--- src/rtl/exe_hazard_ctrl_if.sv ---
// -----------------------------------------------------------------------------
// exe_hazard_ctrl_if
// Bundle of the pipeline-side signals that the EX hazard/forwarding controller
// observes and drives.
//   master : pipeline side. Drives the stage info and memory status, and
//            receives the forwarding selects and pipeline control.
//   slave  : the controller (exe_hazard_ctrl).
// Signal groups:
//   ID stage  : id_valid, id_src1, id_src2, id_two_src
//   EX stage  : exe_src1, exe_src2, exe_wb_en, exe_mem_r_en, exe_dest,
//               exe_s, alu_status
//   MEM stage : mem_wb_en, mem_mem_r_en, mem_dest, mem_access, sram_ready
//   WB stage  : wb_wb_en, wb_dest
//   mode      : fwd_en
//   results   : sel_src1, sel_src2, stall, bubble, freeze, status, mem_timeout
// -----------------------------------------------------------------------------
interface exe_hazard_ctrl_if;
  logic       fwd_en;
  logic       id_valid;
  logic [3:0] id_src1;
  logic [3:0] id_src2;
  logic       id_two_src;
  logic [3:0] exe_src1;
  logic [3:0] exe_src2;
  logic       exe_wb_en;
  logic       exe_mem_r_en;
  logic [3:0] exe_dest;
  logic       mem_wb_en;
  logic       mem_mem_r_en;
  logic [3:0] mem_dest;
  logic       wb_wb_en;
  logic [3:0] wb_dest;
  logic       mem_access;
  logic       sram_ready;
  logic       exe_s;
  logic [3:0] alu_status;
  logic [1:0] sel_src1;
  logic [1:0] sel_src2;
  logic       stall;
  logic       bubble;
  logic       freeze;
  logic [3:0] status;
  logic       mem_timeout;

  modport master (
    output fwd_en, id_valid, id_src1, id_src2, id_two_src,
           exe_src1, exe_src2, exe_wb_en, exe_mem_r_en, exe_dest,
           mem_wb_en, mem_mem_r_en, mem_dest, wb_wb_en, wb_dest,
           mem_access, sram_ready, exe_s, alu_status,
    input  sel_src1, sel_src2, stall, bubble, freeze, status, mem_timeout
  );

  modport slave (
    input  fwd_en, id_valid, id_src1, id_src2, id_two_src,
           exe_src1, exe_src2, exe_wb_en, exe_mem_r_en, exe_dest,
           mem_wb_en, mem_mem_r_en, mem_dest, wb_wb_en, wb_dest,
           mem_access, sram_ready, exe_s, alu_status,
    output sel_src1, sel_src2, stall, bubble, freeze, status, mem_timeout
  );
endinterface

--- src/rtl/exe_hazard_ctrl.sv ---
// -----------------------------------------------------------------------------
// exe_hazard_ctrl
// Hazard detection and operand forwarding for the execute stage, memory-wait
// freeze with a sticky timeout flag, and the {C,V,N,Z} status register.
// Ports:
//   clk   : rising-edge clock
//   reset : synchronous, active-low
//   bus   : exe_hazard_ctrl_if.slave (see the interface for the signal list)
// Forwarding selects, stall, bubble and freeze are purely combinational;
// status and mem_timeout are registered.
// -----------------------------------------------------------------------------
module exe_hazard_ctrl #(
  parameter int         MEM_TIMEOUT = 255,
  parameter logic [3:0] PC_REG      = 4'd15
) (
  input logic              clk,
  input logic              reset,
  exe_hazard_ctrl_if.slave bus
);

  typedef enum logic [1:0] {
    ST_RUN,
    ST_HAZ,
    ST_WAIT
  } state_t;

  localparam logic [7:0] TIMEOUT_CNT = 8'(MEM_TIMEOUT);

  state_t     state, state_next;
  logic [7:0] wait_cnt;
  logic [7:0] wait_cnt_inc;
  logic       hazard;
  logic       freeze;
  logic       bubble;
  logic [3:0] status_q;
  logic       mem_timeout_q;

  // Forwarding select for one EX source. A load in MEM carries its address,
  // not its data, so it is skipped and WB gets the chance instead.
  function automatic logic [1:0] fwd_sel(
    input logic [3:0] src,
    input logic       en,
    input logic       m_wb_en,
    input logic       m_r_en,
    input logic [3:0] m_dest,
    input logic       w_wb_en,
    input logic [3:0] w_dest
  );
    if (en && m_wb_en && !m_r_en && m_dest == src && src != PC_REG)
      return 2'b01;
    else if (en && w_wb_en && w_dest == src && src != PC_REG)
      return 2'b10;
    else
      return 2'b00;
  endfunction

  // True when the ID instruction actually reads register r.
  function automatic logic id_uses(
    input logic [3:0] r,
    input logic       valid,
    input logic [3:0] src1,
    input logic       two_src,
    input logic [3:0] src2
  );
    return valid && ((src1 == r) || (two_src && src2 == r)) && (r != PC_REG);
  endfunction

  always_comb begin
    logic use_exe;
    logic use_mem;
    use_exe = id_uses(bus.exe_dest, bus.id_valid, bus.id_src1,
                      bus.id_two_src, bus.id_src2);
    use_mem = id_uses(bus.mem_dest, bus.id_valid, bus.id_src1,
                      bus.id_two_src, bus.id_src2);
    // With forwarding only a load in EX cannot be bypassed in time; without
    // it every producer still ahead of WB must drain first.
    if (bus.fwd_en)
      hazard = bus.exe_wb_en && bus.exe_mem_r_en && use_exe;
    else
      hazard = (bus.exe_wb_en && use_exe) || (bus.mem_wb_en && use_mem);
  end

  assign freeze = bus.mem_access && !bus.sram_ready;
  // Freeze dominates: the whole pipe holds, so no bubble may be inserted.
  assign bubble = hazard && !freeze;

  assign bus.freeze      = freeze;
  assign bus.stall       = bubble;
  assign bus.bubble      = bubble;
  assign bus.sel_src1    = fwd_sel(bus.exe_src1, bus.fwd_en, bus.mem_wb_en,
                                   bus.mem_mem_r_en, bus.mem_dest,
                                   bus.wb_wb_en, bus.wb_dest);
  assign bus.sel_src2    = fwd_sel(bus.exe_src2, bus.fwd_en, bus.mem_wb_en,
                                   bus.mem_mem_r_en, bus.mem_dest,
                                   bus.wb_wb_en, bus.wb_dest);
  assign bus.status      = status_q;
  assign bus.mem_timeout = mem_timeout_q;

  // NOTE: state registers use non-blocking assignments so every flop samples
  // the pre-edge values, independent of statement order.
  always_ff @(posedge clk) begin
    if (!reset) state <= ST_RUN;
    else        state <= state_next;
  end

  // NOTE: next state gets a default before the case so no path leaves it
  // unassigned, which would otherwise infer a latch.
  always_comb begin
    state_next = state;
    unique case (state)
      ST_RUN:  if (freeze) state_next = ST_WAIT;
               else if (hazard) state_next = ST_HAZ;
      ST_HAZ:  if (freeze) state_next = ST_WAIT;
               else if (!hazard) state_next = ST_RUN;
      ST_WAIT: if (!freeze) state_next = ST_RUN;
      default: state_next = ST_RUN;
    endcase
  end

  assign wait_cnt_inc = (wait_cnt == 8'hFF) ? 8'hFF : wait_cnt + 8'd1;

  // Only cycles already in WAIT are counted; the cycle that enters WAIT is not.
  always_ff @(posedge clk) begin
    if (!reset) begin
      wait_cnt      <= 8'd0;
      mem_timeout_q <= 1'b0;
    end else if (!freeze) begin
      wait_cnt <= 8'd0;
    end else if (state == ST_WAIT) begin
      wait_cnt <= wait_cnt_inc;
      if (wait_cnt_inc >= TIMEOUT_CNT) mem_timeout_q <= 1'b1;
    end
  end

  // A bubbled or frozen EX slot is not a real instruction, so it must not
  // commit flags.
  always_ff @(posedge clk) begin
    if (!reset)
      status_q <= 4'd0;
    else if (bus.exe_s && !freeze && !bubble)
      status_q <= bus.alu_status;
  end

endmodule

--- src/flat_wrapper.sv ---
// flat-port wrapper written by rule: the top's interface ports become plain ports
module exe_hazard_ctrl_flat 
#(
  parameter int         MEM_TIMEOUT = 255,
  parameter logic [3:0] PC_REG      = 4'd15
)
  (clk, reset, bus_fwd_en, bus_id_valid, bus_id_src1, bus_id_src2, bus_id_two_src, bus_exe_src1, bus_exe_src2, bus_exe_wb_en, bus_exe_mem_r_en, bus_exe_dest, bus_mem_wb_en, bus_mem_mem_r_en, bus_mem_dest, bus_wb_wb_en, bus_wb_dest, bus_mem_access, bus_sram_ready, bus_exe_s, bus_alu_status, bus_sel_src1, bus_sel_src2, bus_stall, bus_bubble, bus_freeze, bus_status, bus_mem_timeout);
  exe_hazard_ctrl_if bus_i ();
  input logic clk;
  input logic reset;
  input wire logic [$bits(bus_i.fwd_en)-1:0] bus_fwd_en;
  input wire logic [$bits(bus_i.id_valid)-1:0] bus_id_valid;
  input wire logic [$bits(bus_i.id_src1)-1:0] bus_id_src1;
  input wire logic [$bits(bus_i.id_src2)-1:0] bus_id_src2;
  input wire logic [$bits(bus_i.id_two_src)-1:0] bus_id_two_src;
  input wire logic [$bits(bus_i.exe_src1)-1:0] bus_exe_src1;
  input wire logic [$bits(bus_i.exe_src2)-1:0] bus_exe_src2;
  input wire logic [$bits(bus_i.exe_wb_en)-1:0] bus_exe_wb_en;
  input wire logic [$bits(bus_i.exe_mem_r_en)-1:0] bus_exe_mem_r_en;
  input wire logic [$bits(bus_i.exe_dest)-1:0] bus_exe_dest;
  input wire logic [$bits(bus_i.mem_wb_en)-1:0] bus_mem_wb_en;
  input wire logic [$bits(bus_i.mem_mem_r_en)-1:0] bus_mem_mem_r_en;
  input wire logic [$bits(bus_i.mem_dest)-1:0] bus_mem_dest;
  input wire logic [$bits(bus_i.wb_wb_en)-1:0] bus_wb_wb_en;
  input wire logic [$bits(bus_i.wb_dest)-1:0] bus_wb_dest;
  input wire logic [$bits(bus_i.mem_access)-1:0] bus_mem_access;
  input wire logic [$bits(bus_i.sram_ready)-1:0] bus_sram_ready;
  input wire logic [$bits(bus_i.exe_s)-1:0] bus_exe_s;
  input wire logic [$bits(bus_i.alu_status)-1:0] bus_alu_status;
  output wire logic [$bits(bus_i.sel_src1)-1:0] bus_sel_src1;
  output wire logic [$bits(bus_i.sel_src2)-1:0] bus_sel_src2;
  output wire logic [$bits(bus_i.stall)-1:0] bus_stall;
  output wire logic [$bits(bus_i.bubble)-1:0] bus_bubble;
  output wire logic [$bits(bus_i.freeze)-1:0] bus_freeze;
  output wire logic [$bits(bus_i.status)-1:0] bus_status;
  output wire logic [$bits(bus_i.mem_timeout)-1:0] bus_mem_timeout;
  assign bus_i.fwd_en = bus_fwd_en;
  assign bus_i.id_valid = bus_id_valid;
  assign bus_i.id_src1 = bus_id_src1;
  assign bus_i.id_src2 = bus_id_src2;
  assign bus_i.id_two_src = bus_id_two_src;
  assign bus_i.exe_src1 = bus_exe_src1;
  assign bus_i.exe_src2 = bus_exe_src2;
  assign bus_i.exe_wb_en = bus_exe_wb_en;
  assign bus_i.exe_mem_r_en = bus_exe_mem_r_en;
  assign bus_i.exe_dest = bus_exe_dest;
  assign bus_i.mem_wb_en = bus_mem_wb_en;
  assign bus_i.mem_mem_r_en = bus_mem_mem_r_en;
  assign bus_i.mem_dest = bus_mem_dest;
  assign bus_i.wb_wb_en = bus_wb_wb_en;
  assign bus_i.wb_dest = bus_wb_dest;
  assign bus_i.mem_access = bus_mem_access;
  assign bus_i.sram_ready = bus_sram_ready;
  assign bus_i.exe_s = bus_exe_s;
  assign bus_i.alu_status = bus_alu_status;
  assign bus_sel_src1 = bus_i.sel_src1;
  assign bus_sel_src2 = bus_i.sel_src2;
  assign bus_stall = bus_i.stall;
  assign bus_bubble = bus_i.bubble;
  assign bus_freeze = bus_i.freeze;
  assign bus_status = bus_i.status;
  assign bus_mem_timeout = bus_i.mem_timeout;
  exe_hazard_ctrl #(.MEM_TIMEOUT(MEM_TIMEOUT), .PC_REG(PC_REG)) u_core (.clk(clk), .reset(reset), .bus(bus_i));
endmodule
--- config.mk ---
export PLATFORM = sky130hd
export DESIGN_NAME = exe_hazard_ctrl_flat
export DESIGN_NICKNAME = d
export VERILOG_FILES = /design/src/rtl/exe_hazard_ctrl_if.sv /design/src/rtl/exe_hazard_ctrl.sv /design/src/flat_wrapper.sv
export SDC_FILE = /design/constraint.sdc
export NUM_CORES = 1
export LEC_CHECK = 0
export ABC_AREA = 1
export CORE_MARGIN = 1
export CORE_UTILIZATION = 40
export CTS_CLUSTER_DIAMETER = 30
export CTS_CLUSTER_SIZE = 25
export DETAILED_ROUTE_END_ITERATION = 16
export GPL_ROUTABILITY_DRIVEN = 0
export PLACE_DENSITY = 0.72
export SETUP_SLACK_MARGIN = 0.02
export SKIP_CTS_REPAIR_TIMING = 1
export SLEW_MARGIN = 10
export SYNTH_ARGS = -nofsm -noshare
export SYNTH_HDL_FRONTEND = slang
export SYNTH_SLANG_ARGS = --single-unit
--- constraint.sdc ---
create_clock -name clk -period 1.93 [get_ports clk]
set_input_delay 0.579 -clock clk [delete_from_list [all_inputs] [get_ports clk]]
set_output_delay 0.579 -clock clk [all_outputs]
set_load 0.01 [all_outputs]
Word level (Yosys, flattened, before mapping)
Cells that the tools add are included.

storage, ports and cells
  input bits = 45
  output and inout bits = 12
  register bits after elaboration = 15

operators by class
  equal/unequal tests = 18
  add/subtract/negate cells = 1
  order comparisons = 1
  reduce and logical (&&, ||, !) cells = 36
  mux-type cells = 12

operators by type and width
  kind                   count
  $eq A4 B4 Y1           8
  $logic_and A1 B1 Y1    25
  $mux W2                9
  $ne A4 B4 Y1 const B   4
  $add A8 B1 Y8 const B  1
  $eq A8 B8 Y1 const B   1
  $ge A8 B8 Y1 const B   1
  $mux W8                1
  $pmux W2 S3            1
  $reduce_and A3 Y1      2
  $logic_not A1 Y1       4
  $logic_or A1 B1 Y1     3
  $ne A3 B1 Y1 const B   1
  $ne A3 B3 Y1 const B   1
  $eq A2 B1 Y1 const B   1
  $eq A2 B2 Y1 const B   1
  $logic_not A2 Y1       1
  $ne A2 B2 Y1 const B   1
  $reduce_and A2 Y1      1
  $mux W1                1

Depth between registers and ports, before layout
Gate-level depths: netlist (run 1).

  depth after elaboration = 11
  gate-level depth with buffers = 12
  gate-level depth less buffers = 12

Least setup slack after synthesis (run 1)
Ideal clock, no wire load.

  path type = in2out
  start = input port bus_mem_mem_r_en
  end = output port bus_sel_src1[1]
  buffers on the path = 0
  stages on the path = 3
  slack = -105 ps
  data required time = 1351 ps
  data arrival time = 1456 ps
  cell sequence = nand3b_1 -> nor4_1 -> nor2_1

on the way
  word-level cells in the longest chain between the ends = 5

ends and longest elaborated chain
  element                           RTL line               RTL
  from (decl)                       flat_wrapper.sv:22     input wire logic [$bits(bus_i.mem_mem_r_en)-1:0] bus_mem_mem_r_en;
  $logic_not A1 Y1                  exe_hazard_ctrl.sv:49  if (en && m_wb_en && !m_r_en && m_dest == src && src != PC_REG)
  $logic_and A1 B1 Y1 (3 in a row)  exe_hazard_ctrl.sv:49
  $mux W2                           exe_hazard_ctrl.sv:49
  to (decl)                         flat_wrapper.sv:30     output wire logic [$bits(bus_i.sel_src1)-1:0] bus_sel_src1;

Every way passes these cells.

Worst setup path after layout (run 1)
  start = input port bus_mem_dest[0]
  end = output port bus_sel_src2[0]

on the way
  word-level cells in the longest chain between the ends = 4

ends and longest elaborated chain
  element                           RTL line               RTL
  from (decl)                       flat_wrapper.sv:23     input wire logic [$bits(bus_i.mem_dest)-1:0] bus_mem_dest;
  $eq A4 B4 Y1                      exe_hazard_ctrl.sv:49
  $logic_and A1 B1 Y1 (2 in a row)  exe_hazard_ctrl.sv:49
  $mux W2                           exe_hazard_ctrl.sv:49
  to (decl)                         flat_wrapper.sv:31     output wire logic [$bits(bus_i.sel_src2)-1:0] bus_sel_src2;

Every way passes these cells.

==> key figures, run 1 <==
Synthesis
  • Predominant post-synthesis flop cell: dfxtp_1
  • Post-synthesis cell count: 239
  • Sequential area share after synthesis: between 20 and 25%
  • Number of synthesized flops with an enable pin: 0
  • Syn Std Cell Area: 1370 µm²
  • Syn_nets: 285
  • FFs w/ async S/R, synth: 0%
  • Yosys warns: 0
  • Mapped Avg Cell Area: 5.73 µm²
  • Post-synth top area cell: dfxtp_1
  • Synth top area share: 21.9%
  • Area contributors post-synth: dfxtp_1, nand2_1, inv_1
  • Synth unique cells: 30
  • Synth Register Bits: 15

Power and ir drop
  • Pwr/cell area: 370 nW/µm²
  • Lkg Pwr: 1.25 nW
  • Maximum VDD drop: 0.000350 V
  • Power Total: 0.830 mW

Routing
  • Met3 WL: 281 µm
  • Final wirelength: 4.23 mm
  • Met2 WL: just over 2 mm
  • WL/cell: 11.7 µm
  • Vias/cell: roughly 4.8
  • Via count: 1748
  • Uppermost layer routed: met4
  • DR pass1 iterations: 4
  • ANT nets after route: 0
  • Met1 WL: 1.82 mm
  • Remaining DRCs: 0
  • Iteration-0 DRC Markers: 72

Flow run
  • Max-cap violation count: 0

Worst hold path
  • Worst min path class: flop to flop

Global route
  • Largest net degree at the start of global routing: 10
  • Number of global-route vias before repair: 1444
  • Total track usage: 20.8%
  • First-pass GRT wire length: 5.87 mm
  • Remaining global-route overflow: 0
  • Initial antenna violation count: 0

Clocking
  • CTS Buffer Depth: 2
  • Clk_lat worst skew: 290 ps
  • CTS clk-pin slew, worst paths: 80 ps
  • CTS Sinks: 15
  • H-tree depth: 1
  • CTS tree: built
  • Root Driver: clkbuf_4
  • Total CTS buffers: 3

Worst setup path
  • Delay-heaviest family, CP: simple AND/OR/NAND/NOR gates
  • CP startpoint kind: primary input
  • Crit path top cell by count: buf_4
  • Slowest stage cell, crit path: nor4_2
  • Worst EP required: between 1000 and 1500 ps
  • Reg2Reg Depth: 9
  • CP endpoint kind: output port
  • Reg2Reg Launch Point: u_core.wait_cnt[0]
  • R2R setup slack: 370 ps
  • Critical Path Start: bus_mem_dest[0]
  • Max Fanout on Critical Path: 4
  • CP endpoint: bus_sel_src2[0]
  • Worst Path Buf+Inv: 3
  • Worst R2R End: u_core.bus.mem_timeout
  • Worst path max stage delay: 310 ps
  • Arr. time, crit path: roughly 1600 ps
  • Crit path cell chain: buf_4, buf_4, nand2_1, nand4_1, nor4_2, buf_2
  • Number of cells on the critical path: 6
  • CP Class: primary input to output port

Timing
  • Max_slew headroom: 74.8%
  • Max-slew violation count: 0
  • Hold Slack: 439 ps
  • Final Skew: 2.07 ps
  • Endpoints failing setup: 6
  • Post-route minimum period: around 2100 ps
  • Final WS setup: -198 ps
  • RSZ-0062 raised after global routing: yes
  • Fin crit share: 110%
  • Post-route setup TNS: -742 ps
  • Max Fclk: 470 MHz
  • Hold Fails Final Rpt: 0
  • Measured slew at the worst slew-check pin: 377 ps

Layout
  • Final core utilization: 71.2%
  • Layout cells sized above 1: 31.8%
  • Post-route cell area: 2240 µm²
  • Final #Nets: 365
  • Area growth syn-to-layout: 63.7%
  • Reg area: 300 µm²
  • Fillers: 289
  • Multi-input logic area: ~980 µm²
  • Diode count: 0

Floorplan
  • Die height: 60.5 µm
  • Ports: between 50 and 60
  • Site row count: 20
  • Die Footprint: 3660 µm²
  • CORE AREA: 3150 µm²
  • Initial core utilization: ~43%
  • Die W: between 60 and 70 µm

Placed design
  • Placed cell area: between 2000 and 2500 µm²
  • Dpl hpwl: 3.11 mm
  • Port-buffer cells: 56

Status
  • Run status: finished with violations
  • Failing checks: setup timing
[through the flow]
| stage | std cells | setup WS [ps] |
|---|---|---|
| 6_report | 362 | -198 |
| 3_5_place_dp | 352 | -1020 |
| 5_1_grt | 362 | -239 |
| 3_3_place_gp | 352 | -1040 |
| 4_1_cts | 356 | -1030 |
| 2_1_floorplan | 239 | 24.7 |
[worst reg2reg max path, stage by stage (launching register included)]
cell	delay, ps
dfxtp_1	400
ha_1	250
nand3_2	110
nor2_4	140
nand2_4	90
o21ai_0	100
nand2_1	100
nor2_1	110
nand3_1	90
a21oi_1	120
[flip-flops by register name, summed over array words and instances (netlist names)]
register                count
u_core.wait_cnt             8
u_core.bus.status           4
u_core.state                2
u_core.bus.mem_timeout      1
[how the worst min path moves through the flow]
stage	startpoint	end	slack, ps	depth (start not counted)
2_1_floorplan	u_core.state[0]	u_core.state[1]	410	1
4_1_cts	u_core.state[0]	u_core.state[1]	440	1
6_report	u_core.state[0]	u_core.state[1]	440	1
5_1_grt	u_core.state[0]	u_core.state[1]	450	1
3_5_place_dp	u_core.state[0]	u_core.state[1]	430	1
3_3_place_gp	u_core.state[0]	u_core.state[1]	420	1
[per-layer routing]
layer / track usage (%) / up-vias
met3: 2.35 / 7
met2: 36.9 / 63
met4: 5.84 / 0
li1: - / 917
met5: 0 / -
met1: 26.6 / 761
[area by class of cell]
| type | count | area share [%] |
|---|---|---|
| Timing Repair Buffer | 77 | 30.7 |
| Clock buffer | 4 | 1.17 |
| Sequential cell | 15 | 13.4 |
| Tap cell | 44 | 2.45 |
| Multi-Input combinational cell | 174 | 43.7 |
| Inverter | 48 | 8.59 |
[cell families (layout without fill, tap and decap cells)]
logic type,after synthesis,after routing,synth area share (%)
simple gates,130,130,42.6
flops,15,15,21.9
xor+xnor,11,11,7.03
fa+ha+maj,1,1,0.913
compound gates,32,32,13.5
buf+inv,50,129,14.0
[cell usage after synthesis, types with 3 or more instances]
master    count
o21ai_1       4
o21ai_0       8
nand2_1      67
nor2_2        3
nor2_1       28
dfxtp_1      15
inv_2         4
a21oi_1      11
nand3_1      11
inv_1        44
xor2_1       10
o211ai_1      3
nor4_1        5
nand4_1       6
[placed cells by master (no fill, tap or decap), types with 3 or more instances in the layout]
cell,Yosys,layout
nand4_1,6,6
inv_2,4,12
inv_4,0,3
buf_8,0,3
nand2_2,1,9
o211ai_1,3,3
clkbuf_2,0,10
nor2_2,3,3
buf_2,0,5
buf_6,0,11
clkdlybuf4s50_1,0,12
nand2_1,67,59
a21oi_1,11,9
o21ai_0,8,7
inv_1,44,32
o21ai_1,4,5
dlymetal6s2s_1,0,11
xor2_1,10,9
nand3_1,11,11
buf_4,1,25
nor2_1,28,27
dfxtp_1,15,15
clkbuf_4,0,3
[power breakdown]
group          internal (mW)  switching, mW
registers              0.319        0.00621
clock network         0.0804         0.0993
logic                  0.167          0.157
Power figures use the tool's default switching activity.
==> run 2, diff against run 1 <==
--- a/config.mk
+++ b/config.mk
@@ -5,7 +5,7 @@
 export SDC_FILE = /design/constraint.sdc
 export NUM_CORES = 1
 export LEC_CHECK = 0
-export ABC_AREA = 1
+export ABC_AREA = 0
 export CORE_MARGIN = 1
 export CORE_UTILIZATION = 40
 export CTS_CLUSTER_DIAMETER = 30
==> key figures, run 2 <==
Status
  • Run status: finished with violations
  • Failing checks: setup timing

Worst setup path
  • Slowest stage cell, crit path: o311a_1
  • R2R setup slack: 170 ps (-200 ps)
  • Crit path cell chain: buf_8, nand4_1, nand4_1, o22ai_2, o311a_1, buf_2
  • Worst Path Buf+Inv: 2 (-1)
  • Worst R2R End: u_core.bus.mem_timeout
  • Reg2Reg Depth: 6 (-3)
  • Crit path top cell by count: nand4_1
  • CP startpoint kind: primary input
  • Critical Path Start: bus_mem_dest[2]
  • Arr. time, crit path: 1560 ps (about the same)
  • CP endpoint: bus_stall
  • Max Fanout on Critical Path: 4 (unchanged)
  • Worst EP required: 1350 ps (about the same)
  • CP Class: primary input to output port
  • Reg2Reg Launch Point: u_core.wait_cnt[1]
  • CP endpoint kind: output port
  • Worst path max stage delay: 370 ps (+60 ps)
  • Number of cells on the critical path: 6 (unchanged)
  • Delay-heaviest family, CP: compound AO/OA/AOI/OAI gates

Power and ir drop
  • Pwr/cell area: 379 nW/µm² (+2.6%)
  • Lkg Pwr: 1.04 nW (-17%)
  • Power Total: 0.827 mW (-0.32%)
  • Maximum VDD drop: 0.000181 V (-48%)

Synthesis
  • Top-count cell post-synth: nand2_1
  • Synth top area share: 22.5% (+0.60 points)
  • Predominant post-synthesis flop cell: dfxtp_1
  • Area contributors post-synth: dfxtp_1, xnor2_1, xor2_1
  • Synth unique cells: 39 (+30%)
  • Mapped Avg Cell Area: 7.71 µm² (+34%)
  • Sequential area share after synthesis: 22.5% (+0.60 points)
  • Post-synth top area cell: dfxtp_1
  • Syn Std Cell Area: 1330 µm² (-2.6%)
  • Commonest cells post-synth: nand2_1, xnor2_1, nand3_1
  • Number of synthesized flops with an enable pin: 0 (unchanged)
  • Post-synthesis cell count: 173 (-28%)
  • Yosys warns: 0 (unchanged)
  • Synth Register Bits: 15 (unchanged)
  • FFs w/ async S/R, synth: 0% (unchanged)
  • Syn_nets: 219 (-23%)

Timing
  • Post-route minimum period: 2140 ps (+7.12 ps)
  • Max-slew violation count: 0 (unchanged)
  • Hold Slack: 453 ps (+14.4 ps)
  • Hold Fails Final Rpt: 0 (unchanged)
  • Fin crit share: 111% (+0.37 points)
  • RSZ-0062 raised after global routing: yes
  • Final WS setup: -205 ps (-7.12 ps)
  • Final Skew: 17.7 ps (+15.7 ps)
  • Max_slew headroom: 79.5% (+4.7 points)
  • Post-route setup TNS: -944 ps (-201 ps)
  • Max Fclk: 468 MHz (-0.33%)
  • Endpoints failing setup: 6 (unchanged)
  • Measured slew at the worst slew-check pin: 306 ps (-70.5 ps)

Global route
  • Largest net degree at the start of global routing: 11 (+1)
  • Initial antenna violation count: 0 (unchanged)
  • Remaining global-route overflow: 0 (unchanged)
  • Number of global-route vias before repair: 1461 (+1.2%)
  • First-pass GRT wire length: 6.10 mm (+3.9%)
  • Total track usage: 22.8% (+2.0 points)

Layout
  • Final core utilization: 70.2% (-0.91 points)
  • Layout cells sized above 1: 34.8% (+3.1 points)
  • Fillers: 266 (-8.0%)
  • Post-route cell area: 2180 µm² (-2.8%)
  • Most frequent cells in the layout: nand2_1, buf_4, xnor2_1, nand3_1, dlymetal6s2s_1
  • Diode count: 0 (unchanged)
  • Max FFs per register: 8 (unchanged)
  • Multi-input logic area: 1100 µm² (+13%)
  • Final #Nets: 291 (-20%)
  • Final Non-Filler Cells: 288 (-20%)
  • Area growth syn-to-layout: 63.4%
  • Reg area: 302 µm² (+0.42%)
  • Largest Register: u_core.wait_cnt

Worst hold path
  • Worst min path class: flop to flop

Routing
  • WL/cell: 14.2 µm (+21%)
  • Remaining DRCs: 0 (unchanged)
  • Vias/cell: 5.34 (+11%)
  • ANT nets after route: 0 (unchanged)
  • Final wirelength: 4.09 mm (-3.4%)
  • Iteration-0 DRC Markers: 63 (-13%)
  • Via count: 1538 (-12%)
  • DR pass1 iterations: 4 (unchanged)

Clocking
  • Total CTS buffers: 3 (unchanged)
  • Root Driver: clkbuf_4
  • H-tree depth: 1 (unchanged)
  • Clk_lat worst skew: 300 ps (about the same)
  • CTS clk-pin slew, worst paths: 110 ps (+30 ps)
  • CTS Buffer Depth: 2 (unchanged)
  • CTS Sinks: 15 (unchanged)
  • CTS tree: built

Floorplan
  • Die Footprint: 3570 µm² (-2.6%)
  • Die W: 59.7 µm (-1.3%)
  • Ports: 57 (unchanged)
  • Site row count: 20 (unchanged)
  • CORE AREA: 3100 µm² (-1.6%)
  • Initial core utilization: 43.0% (-0.47 points)
  • Die height: 59.7 µm (-1.3%)

Placed design
  • Placed cell area: 2050 µm² (-1.9%)
  • Port-buffer cells: 56 (unchanged)
  • Dpl cells: 283 (-20%)
  • Placement Setup Slack: -1070 ps (-43.6 ps)
  • Dpl hpwl: 3.19 mm (+2.7%)

Flow run
  • Max-cap violation count: 0 (unchanged)
[run 2: cell types whose count changed in the layout (fill, tap and decap cells not counted), moves of 5 or more]
cell	before	now
mux2_2	0	8
mux2i_1	0	5
a21oi_1	9	4
nor3_1	1	8
nor2_1	27	11
nand2_1	59	19
inv_1	32	1
buf_4	25	19
inv_2	12	1
nand2_2	9	2
xnor2_1	1	15
[run 2: per-layer routing]
layer / up-vias / GRT usage, % / wire [µm] / part of all wire (%)
li1: 758 / - / - / -
met1: 722 / 26.3 / 1740 / 42
met2: 48 / 41.4 / 2080 / 51
met3: 10 / 2.16 / 156 / 3.8
met4: 0 / 11.6 / 112 / 2.7
met5: - / 0 / 0 / 0
[run 2: final cells by class]
type,instances,share of cell area [%]
Clock buffer,3,1.03
Clock inverter,1,0.230
Inverter,2,0.344
Multi-Input combinational cell,147,50.6
Sequential cell,15,13.8
Tap cell,44,2.53
Timing Repair Buffer,76,31.4
[run 2: worst min-delay path by stage]
stage                      startpoint                     end  depth (start not counted)
3_3_place_gp          u_core.state[0]         u_core.state[1]                          1
2_1_floorplan         u_core.state[0]         u_core.state[1]                          1
3_5_place_dp   u_core.bus.mem_timeout  u_core.bus.mem_timeout                          2
5_1_grt               u_core.state[0]         u_core.state[1]                          1
6_report              u_core.state[0]         u_core.state[1]                          1
4_1_cts               u_core.state[0]         u_core.state[1]                          1
[run 2: where the power goes]
part / internal [mW] / total, mW / switching, mW
logic: 0.183 / 0.316 / 0.132
clock network: 0.0772 / 0.188 / 0.110
registers: 0.317 / 0.323 / 0.00596
[run 2: cell families (layout without fill, tap and decap cells)]
kind of cell | Yosys count | count (layout) | share of synthesized area, %
buf+inv | 11 | 82 | 3.94
compound gates | 20 | 20 | 10.0
mux | 13 | 13 | 10.5
flops | 15 | 15 | 22.5
xor+xnor | 30 | 30 | 19.7
fa+ha+maj | 1 | 1 | 0.938
simple gates | 83 | 83 | 32.4
